`config.mk`:
```
export PLATFORM = sky130hd
export DESIGN_NAME = memory_write_arbiter
export DESIGN_NICKNAME = d
export VERILOG_FILES = /design/src/rtl/memory_write_arbiter.sv
export SDC_FILE = /design/constraint.sdc
export NUM_CORES = 1
export LEC_CHECK = 0
export ABC_AREA = 1
export CORE_MARGIN = 8
export CORE_UTILIZATION = 25
export DETAILED_ROUTE_END_ITERATION = 8
export SLEW_MARGIN = 30
export SYNTH_ARGS = -nofsm -noshare
export SYNTH_HDL_FRONTEND = slang
export SYNTH_SLANG_ARGS = --single-unit
```
`constraint.sdc`:
```
create_clock -name clk_memory -period 3 [get_ports clk_memory]
set_input_delay 0.6 -clock clk_memory [delete_from_list [all_inputs] [get_ports clk_memory]]
set_output_delay 0.6 -clock clk_memory [all_outputs]
set_load 0.01 [all_outputs]
```
`src/rtl/memory_write_arbiter.sv`:
```
// rtl/memory_write_arbiter.sv - shares one memory write port between a buffered loader and a req/ack core writer
// Optional feature macro: MEM_ARB_ROUND_ROBIN_EN (round-robin grant under contention instead of loader priority)
module memory_write_arbiter #(
  parameter int ADDR_WIDTH = 15,
  parameter int DATA_WIDTH = 16,
  parameter int FIFO_DEPTH = 4
) (
  input  logic                  clk_memory,
  input  logic                  reset_n,
  input  logic                  loader_wr,
  input  logic [ADDR_WIDTH-1:0] loader_addr,
  input  logic [DATA_WIDTH-1:0] loader_data,
  output logic                  loader_overflow,
  input  logic                  core_req,
  input  logic [ADDR_WIDTH-1:0] core_addr,
  input  logic [DATA_WIDTH-1:0] core_data,
  output logic                  core_ack,
  output logic                  mem_wr,
  output logic [ADDR_WIDTH-1:0] mem_addr,
  output logic [DATA_WIDTH-1:0] mem_data,
  input  logic                  mem_ack,
  output logic                  busy
);

  localparam int PW = $clog2(FIFO_DEPTH);
  localparam logic [PW:0] PTR_ONE = {{PW{1'b0}}, 1'b1};

  typedef enum logic [1:0] {ST_IDLE, ST_LOADER, ST_CORE} state_e;

  state_e state_q, state_d;

  logic [ADDR_WIDTH-1:0] fifo_addr_q [FIFO_DEPTH];
  logic [DATA_WIDTH-1:0] fifo_data_q [FIFO_DEPTH];
  logic [PW:0]           wptr_q, wptr_d, rptr_q, rptr_d;

  logic                  mem_wr_q, mem_wr_d;
  logic [ADDR_WIDTH-1:0] mem_addr_q, mem_addr_d;
  logic [DATA_WIDTH-1:0] mem_data_q, mem_data_d;
  logic                  core_ack_q, core_ack_d;
  logic                  ovf_q, ovf_d;

  logic fifo_empty, fifo_full;
  logic push, pop, drop;
  logic core_req_eff;
  logic grant_core;

`ifdef MEM_ARB_ROUND_ROBIN_EN
  // 1 = core was granted last, 0 = loader was granted last
  logic last_core_q, last_core_d;
`endif

  assign fifo_empty = (wptr_q == rptr_q);
  assign fifo_full  = (wptr_q[PW] != rptr_q[PW]) && (wptr_q[PW-1:0] == rptr_q[PW-1:0]);

  // The head entry stays in the FIFO while it is being written and is popped on completion,
  // so a push into a full FIFO is still accepted when that completion lands on the same edge.
  assign pop  = (state_q == ST_LOADER) && mem_ack;
  assign push = loader_wr && (!fifo_full || pop);
  assign drop = loader_wr && fifo_full && !pop;

  // core_req is still high during the core_ack cycle; ignoring it then prevents a duplicate write.
  assign core_req_eff = core_req && !core_ack_q;

  // Loader FIFO storage; contents are don't-care while empty so no reset is needed.
  always_ff @(posedge clk_memory) begin
    if (push) begin
      fifo_addr_q[wptr_q[PW-1:0]] <= loader_addr;
      fifo_data_q[wptr_q[PW-1:0]] <= loader_data;
    end
  end

  // Next-state, grant decision and registered memory-side outputs.
  always_comb begin
    state_d    = state_q;
    mem_wr_d   = mem_wr_q;
    mem_addr_d = mem_addr_q;
    mem_data_d = mem_data_q;
    core_ack_d = 1'b0;
    ovf_d      = ovf_q | drop;
    wptr_d     = push ? (wptr_q + PTR_ONE) : wptr_q;
    rptr_d     = pop  ? (rptr_q + PTR_ONE) : rptr_q;
    grant_core = 1'b0;
`ifdef MEM_ARB_ROUND_ROBIN_EN
    last_core_d = last_core_q;
`endif

    case (state_q)
      ST_IDLE: begin
        if (fifo_empty) begin
          grant_core = core_req_eff;
        end else if (core_req_eff) begin
`ifdef MEM_ARB_ROUND_ROBIN_EN
          // A full FIFO always wins so the loader never drops a word due to the core.
          grant_core = !fifo_full && !last_core_q;
`else
          grant_core = 1'b0;
`endif
        end

        if (grant_core) begin
          state_d    = ST_CORE;
          mem_wr_d   = 1'b1;
          mem_addr_d = core_addr;
          mem_data_d = core_data;
`ifdef MEM_ARB_ROUND_ROBIN_EN
          last_core_d = 1'b1;
`endif
        end else if (!fifo_empty) begin
          state_d    = ST_LOADER;
          mem_wr_d   = 1'b1;
          mem_addr_d = fifo_addr_q[rptr_q[PW-1:0]];
          mem_data_d = fifo_data_q[rptr_q[PW-1:0]];
`ifdef MEM_ARB_ROUND_ROBIN_EN
          last_core_d = 1'b0;
`endif
        end
      end

      ST_LOADER, ST_CORE: begin
        if (mem_ack) begin
          state_d    = ST_IDLE;
          mem_wr_d   = 1'b0;
          core_ack_d = (state_q == ST_CORE);
        end
      end

      default: begin
        state_d  = ST_IDLE;
        mem_wr_d = 1'b0;
      end
    endcase
  end

  // State and control registers; reset abandons any in-flight write.
  always_ff @(posedge clk_memory or negedge reset_n) begin
    if (!reset_n) begin
      state_q    <= ST_IDLE;
      wptr_q     <= '0;
      rptr_q     <= '0;
      mem_wr_q   <= 1'b0;
      mem_addr_q <= '0;
      mem_data_q <= '0;
      core_ack_q <= 1'b0;
      ovf_q      <= 1'b0;
`ifdef MEM_ARB_ROUND_ROBIN_EN
      last_core_q <= 1'b0;
`endif
    end else begin
      state_q    <= state_d;
      wptr_q     <= wptr_d;
      rptr_q     <= rptr_d;
      mem_wr_q   <= mem_wr_d;
      mem_addr_q <= mem_addr_d;
      mem_data_q <= mem_data_d;
      core_ack_q <= core_ack_d;
      ovf_q      <= ovf_d;
`ifdef MEM_ARB_ROUND_ROBIN_EN
      last_core_q <= last_core_d;
`endif
    end
  end

  assign mem_wr          = mem_wr_q;
  assign mem_addr        = mem_addr_q;
  assign mem_data        = mem_data_q;
  assign core_ack        = core_ack_q;
  assign loader_overflow = ovf_q;
  assign busy            = !fifo_empty || (state_q != ST_IDLE);

endmodule

```
==> results of run 1 <==
-- metal layers --
| metal | up-vias | global-route usage | wire length, um |
|---|---|---|---|
| li1 | 2503 | - | - |
| met1 | 2392 | 0.135 | 8480 |
| met2 | 119 | 0.171 | 8550 |
| met3 | 30 | 0.0330 | 1140 |
| met5 | - | 0 | 24 |
| met4 | 4 | 0.0409 | 355 |
-- final timing paths --
path                                  start                 to  slack [ps]  cells after the start
max in group asynchronous           reset_n          rptr_q[2]        2050                      2
min in group clk_memory         mem_data[0]        mem_data[0]         480                      2
worst min-delay path                reset_n       mem_data[15]         200                      1
worst max-delay path              rptr_q[1]               busy         210                      5
worst max register to register    rptr_q[1]  fifo_data_q[1][8]         580                      8
worst min register to register  mem_data[0]        mem_data[0]         480                      2
-- critical path, cell delays in order, from the launching register on --
cell and delay, ps:
dfrtp_1 740, nand2_1 140, nand2_2 130, nor2_4 50, nand3_1 130, clkdlybuf4s50_1 570
-- power groups by stage --
| stage | combinational (mW) | clock [mW] | sequential, mW |
|---|---|---|---|
| 5_1_grt | 4.59 | 2.31 | 3.53 |
| 3_5_place_dp | 4.13 | 0 | 3.50 |
| 4_1_cts | 4.15 | 2.23 | 3.46 |
| 2_1_floorplan | 2.53 | 0 | 3.54 |
| 3_3_place_gp | 4.00 | 0 | 3.49 |
| 6_report | 4.07 | 2.19 | 3.45 |
-- layout by cell type (no fill, tap or decap) --
cell	count
clkinv_2	3
inv_2	2
nand4_1	32
a22oi_1	1
clkbuf_1	4
inv_1	76
ha_1	8
nand2_1	269
nand3_1	3
nor2_1	4
buf_2	1
clkinvlp_4	3
clkdlybuf4s50_1	100
bufinv_16	3
a31o_2	1
buf_16	1
o21ai_4	1
inv_4	1
clkinv_4	1
nand3_4	1
nor2_4	7
nand4_2	1
a21oi_1	1
nand2_2	4
buf_12	3
o211ai_1	62
o21ai_0	2
nor2_2	1
edfxtp_1	124
inv_8	1
dfrtp_1	42
inv_6	1
xor2_1	3
clkbuf_16	17
buf_4	15
-- flip-flops by register name, indices dropped and copies added, names as in the netlist --
register / flops
mem_wr: 1
loader_overflow: 1
fifo_data_q: 64
fifo_addr_q: 60
state_q: 2
rptr_q: 3
wptr_q: 3
mem_addr: 15
core_ack: 1
mem_data: 16
-- cells by family after synthesis --
| group | synth area share |
|---|---|
| and+or+nand+nor | 0.185 |
| DFF | 0.658 |
| buffers and inverters | 0.0698 |
| AOI/OAI and AO/OA | 0.0696 |
| adders and majority gates | 0.0138 |
| xor gates and xnor gates | 0.00362 |
-- cell type report --
cell class,instances,share of cell area
clock buffers,21,0.0470
repair buffers,120,0.129
inverters,80,0.0324
clock inverters,11,0.0161
multi-input cells,401,0.215
well taps,384,0.0512
flip-flops and latches,166,0.509
==> flow_metrics.env, run 1 <==
export IMPL_outcome="finished, final reports clean"
export IMPL_power_mw=9.71
export IMPL_intPower_mw=6.00
export IMPL_syn_cell_area_sq_um=7260
export IMPL_antenna_found_initial=2
export IMPL_start_util=0.254
export IMPL_overflow=0
export IMPL_drtIter0Drc=379
export IMPL_synth_avg_cell_area_sq_um=10.6
export IMPL_critPathKind="reg -> out"
export IMPL_ant_nets=0
export IMPL_swShare=0.382
export IMPL_wl_per_cell_um=15.7
export IMPL_cts_max_level=4
export IMPL_fill_cells=2888
export IMPL_maxClockFrequency_ghz=0.358
export IMPL_ioPinCount=102
export IMPL_fp_dieH_um=186
export IMPL_place_inst=1151
export IMPL_area_growth_pct=29.2
export IMPL_grt_pass1_vias=5108
export IMPL_relSlewSlack=0.577
export IMPL_hold_path_class="in -> async"
export IMPL_first_pass_iters=5
export IMPL_multi_input_area_sq_um=2020
export IMPL_grt_pass1_wl_mm=29.2
export IMPL_p_comb_frac=0.419
export IMPL_final_max_slew_viol_count=0
export IMPL_worstPathRequired_ps=2400
export IMPL_io_buffer_count=101
export IMPL_maxCapViolCount=0
export IMPL_setup_viol=0
export IMPL_period_share=0.931
export IMPL_stdcell_area_sq_um=9380
export IMPL_end_kind="primary output"
export IMPL_yosysTopAreaCell="edfxtp_1"
export IMPL_yosys_warnings=0
export IMPL_ys_top_cells_by_area="edfxtp_1, dfrtp_1, nand2_1, o211ai_1, inv_1"
export IMPL_yosys_top_cells_count="nand2_1, edfxtp_1, inv_1"
export IMPL_cts_sinks=166
export IMPL_synthFlopType="edfxtp_1"
export IMPL_cts_root_buf="clkbuf_16"
export IMPL_grt_max_degree=57
export IMPL_syn_num_nets=760
export IMPL_grt_usage=0.107
export IMPL_pre_cts_ws_ps=522
export IMPL_synth_seq_cells=166
export IMPL_timing_final_hold_violations=0
export IMPL_regArea_sq_um=4770
export IMPL_finalNonFillerCells=1183
export IMPL_peakVddDrop_uv=607
export IMPL_power_switching_mw=3.71
export IMPL_timing_final_ws_setup_ps=208
export IMPL_place_area_sq_um=8780
export IMPL_power_density_nw_per_um2=1040
export IMPL_antenna_cells=0
export IMPL_rsz0062_at_grt="false"
export IMPL_hold_slack_ps=200
export IMPL_clockPowerShare=0.225
export IMPL_hpwl_mm=13.0
export IMPL_synth_top_area_frac=0.513
export IMPL_arrival_ps=2190
export IMPL_final_setup_tns_ps=0
export IMPL_syn_inst=685
export IMPL_globalplace_congestion=0.707
export IMPL_die_w_um=186
export IMPL_clk_latency_ps=430
export IMPL_worstMarginPinSlew_ps=634
export IMPL_cts_path_max_buffers=2
export IMPL_power_leakage_nw=3.88
export IMPL_synth_edff_count=124
export IMPL_async_flop_share=0.253
export IMPL_drive_gt1_frac=0.0851
export IMPL_via_count=5048
export IMPL_routed_wl_mm=18.5
export IMPL_post_cts_buffers=0
export IMPL_yosysSeqAreaShare=0.658
export IMPL_synth_cell_type_count=27
export IMPL_path_clk_slew_ps=60
export IMPL_skew_ps=10.2
export IMPL_final_nets=861
export IMPL_synth_most_common_cell="nand2_1"
export IMPL_worst_path_max_fanout=12
export IMPL_core_sq_um=28600
export IMPL_cts_hold_fix_buffers=0
export IMPL_drc=0
export IMPL_routed_via_density=4.27
export IMPL_fin_util=0.328
export IMPL_cts_buffers=17
export IMPL_seq_power_share=0.356
export IMPL_dieArea_sq_um=34700
export IMPL_post_route_min_period_ps=2790
export IMPL_cts_tree="yes"
export IMPL_cts_resized=0
export IMPL_row_count=62
export IMPL_startpoint_type="flop"
Power figures use the tool's default switching activity.
==> run 2: changes to the inputs <==
--- a/config.mk
+++ b/config.mk
@@ -9,6 +9,7 @@
 export CORE_MARGIN = 8
 export CORE_UTILIZATION = 25
 export DETAILED_ROUTE_END_ITERATION = 8
+export GPL_TIMING_DRIVEN = 0
 export SLEW_MARGIN = 30
 export SYNTH_ARGS = -nofsm -noshare
 export SYNTH_HDL_FRONTEND = slang
==> run 2 against run 1 <==
Against the previous run:
- cell count is 1.9% higher
- power is 0.88% higher
- sequential power hardly changed
- clock-buffer cell count stayed put
- non-clock buffer count is 23 higher
- critical path depth is 1 higher
==> flow_metrics.env, run 2 (synthesis results as in run 1) <==
export IMPL_rsz0062_at_grt="false"
export IMPL_start_util=0.254
export IMPL_largest_register_ffs=64
export IMPL_die_w_um=186
export IMPL_period_share=0.885
export IMPL_timing_final_ws_setup_ps=346
export IMPL_pre_cts_ws_ps=168
export IMPL_drtIter0Drc=409
export IMPL_io_buffer_count=101
export IMPL_drc=0
export IMPL_worst_path_max_fanout=7
export IMPL_arrival_ps=2050
export IMPL_final_nets=884
export IMPL_grt_pass1_wl_mm=29.9
export IMPL_layout_cells_most_common_list="nand2_1, edfxtp_1, clkdlybuf4s50_1"
export IMPL_relSlewSlack=0.572
export IMPL_setup_viol=0
export IMPL_first_pass_iters=4
export IMPL_outcome="finished, final reports clean"
export IMPL_row_count=62
export IMPL_peakVddDrop_uv=512
export IMPL_dieArea_sq_um=34700
export IMPL_grt_max_degree=43
export IMPL_maxCapViolCount=0
export IMPL_ant_nets=0
export IMPL_routed_wl_mm=19.6
export IMPL_drive_gt1_frac=0.0888
export IMPL_hold_path_class="in -> async"
export IMPL_ioPinCount=102
export IMPL_end_kind="primary output"
export IMPL_skew_ps=9.83
export IMPL_routed_via_density=4.28
export IMPL_final_common_cell="nand2_1"
export IMPL_wl_per_cell_um=16.2
export IMPL_cts_buffers=17
export IMPL_timing_final_hold_violations=0
export IMPL_cts_path_max_buffers=2
export IMPL_critPathKind="reg -> out"
export IMPL_final_setup_tns_ps=0
export IMPL_maxClockFrequency_ghz=0.377
export IMPL_path_clk_slew_ps=70
export IMPL_antenna_found_initial=5
export IMPL_fp_dieH_um=186
export IMPL_core_sq_um=28600
export IMPL_hpwl_mm=13.9
export IMPL_worstPathRequired_ps=2400
export IMPL_worstMarginPinSlew_ps=641
export IMPL_cts_hold_fix_buffers=0
export IMPL_antenna_cells=0
export IMPL_final_max_slew_viol_count=0
export IMPL_post_route_min_period_ps=2650
export IMPL_grt_pass1_vias=5121
export IMPL_area_growth_pct=30.0
export IMPL_cts_sinks=166
export IMPL_overflow=0
export IMPL_grt_usage=0.112
export IMPL_power_density_nw_per_um2=1040
export IMPL_clk_latency_ps=430
export IMPL_cts_tree="yes"
export IMPL_post_cts_buffers=0
export IMPL_via_count=5164
export IMPL_cts_root_buf="clkbuf_16"
export IMPL_cts_max_level=4
export IMPL_startpoint_type="flop"
export IMPL_globalplace_congestion=0.770
export IMPL_cts_resized=0
export IMPL_power_leakage_nw=3.91
-- run 2: changes by cell type in the layout (fill, tap and decap cells not counted), sizes merged --
cell,before,now
bufinv,3,1
clkinv,4,8
inv,81,82
buf,20,27
clkinvlp,3,0
clkbuf,21,37
-- run 2: routing by layer --
metal,wire length [um],vias up,GRT usage
met5,66,-,0
met2,9350,137,0.184
met3,1340,28,0.0390
met1,8500,2440,0.134
met4,339,10,0.0400
li1,-,2549,-
-- run 2: worst paths after layout --
path,startpoint,end,slack (ps),cells after the start
max in group asynchronous,reset_n,mem_data[6],2390,1
min in group clk_memory,loader_overflow,loader_overflow,470,1
hold reg to reg,loader_overflow,loader_overflow,470,1
hold / removal,reset_n,wptr_q[2],190,1
setup reg to reg,state_q[1],fifo_addr_q[1][8],710,9
setup / recovery,rptr_q[1],busy,350,6
-- run 2: area by class of cell --
| cell class | instances | area, sq um |
|---|---|---|
| Tap cell | 384 | 480 |
| Buffer | 38 | 204 |
| Sequential cell | 166 | 4770 |
| Inverter | 80 | 303 |
| Multi-Input combinational cell | 401 | 2010 |
| Timing Repair Buffer | 105 | 1120 |
| Fill cell | 2878 | 19200 |
| Clock buffer | 21 | 450 |
| Clock inverter | 11 | 101 |
-- run 2: critical path: stages (launching register included) --
cell             delay, ps
dfrtp_1                380
buf_4                  170
nand2_1                 80
nand2_2                 80
nor2_4                 230
nand3_1                170
clkdlybuf4s50_1        520
-- run 2: power breakdown --
group	internal [mW]	switching [mW]	leakage (nW)
clock	1.17	0.907	0.273
combinational	1.59	2.70	1.99
sequential	3.18	0.249	1.65
-- run 2: stage by stage --
step / util / hold WS [ps] / power [mW] / instances / instance area, sq um
floorplan: - / 304 / 6.07 / 685 / 7260
global placement: 0.306 / 464 / 7.65 / 1170 / 8750
detailed placement: 0.310 / 460 / 7.82 / 1174 / 8890
CTS: 0.330 / 221 / 9.91 / 1206 / 9440
global route: 0.330 / 227 / 10.5 / 1206 / 9440
finish: 0.330 / 191 / 9.79 / 1206 / 9440
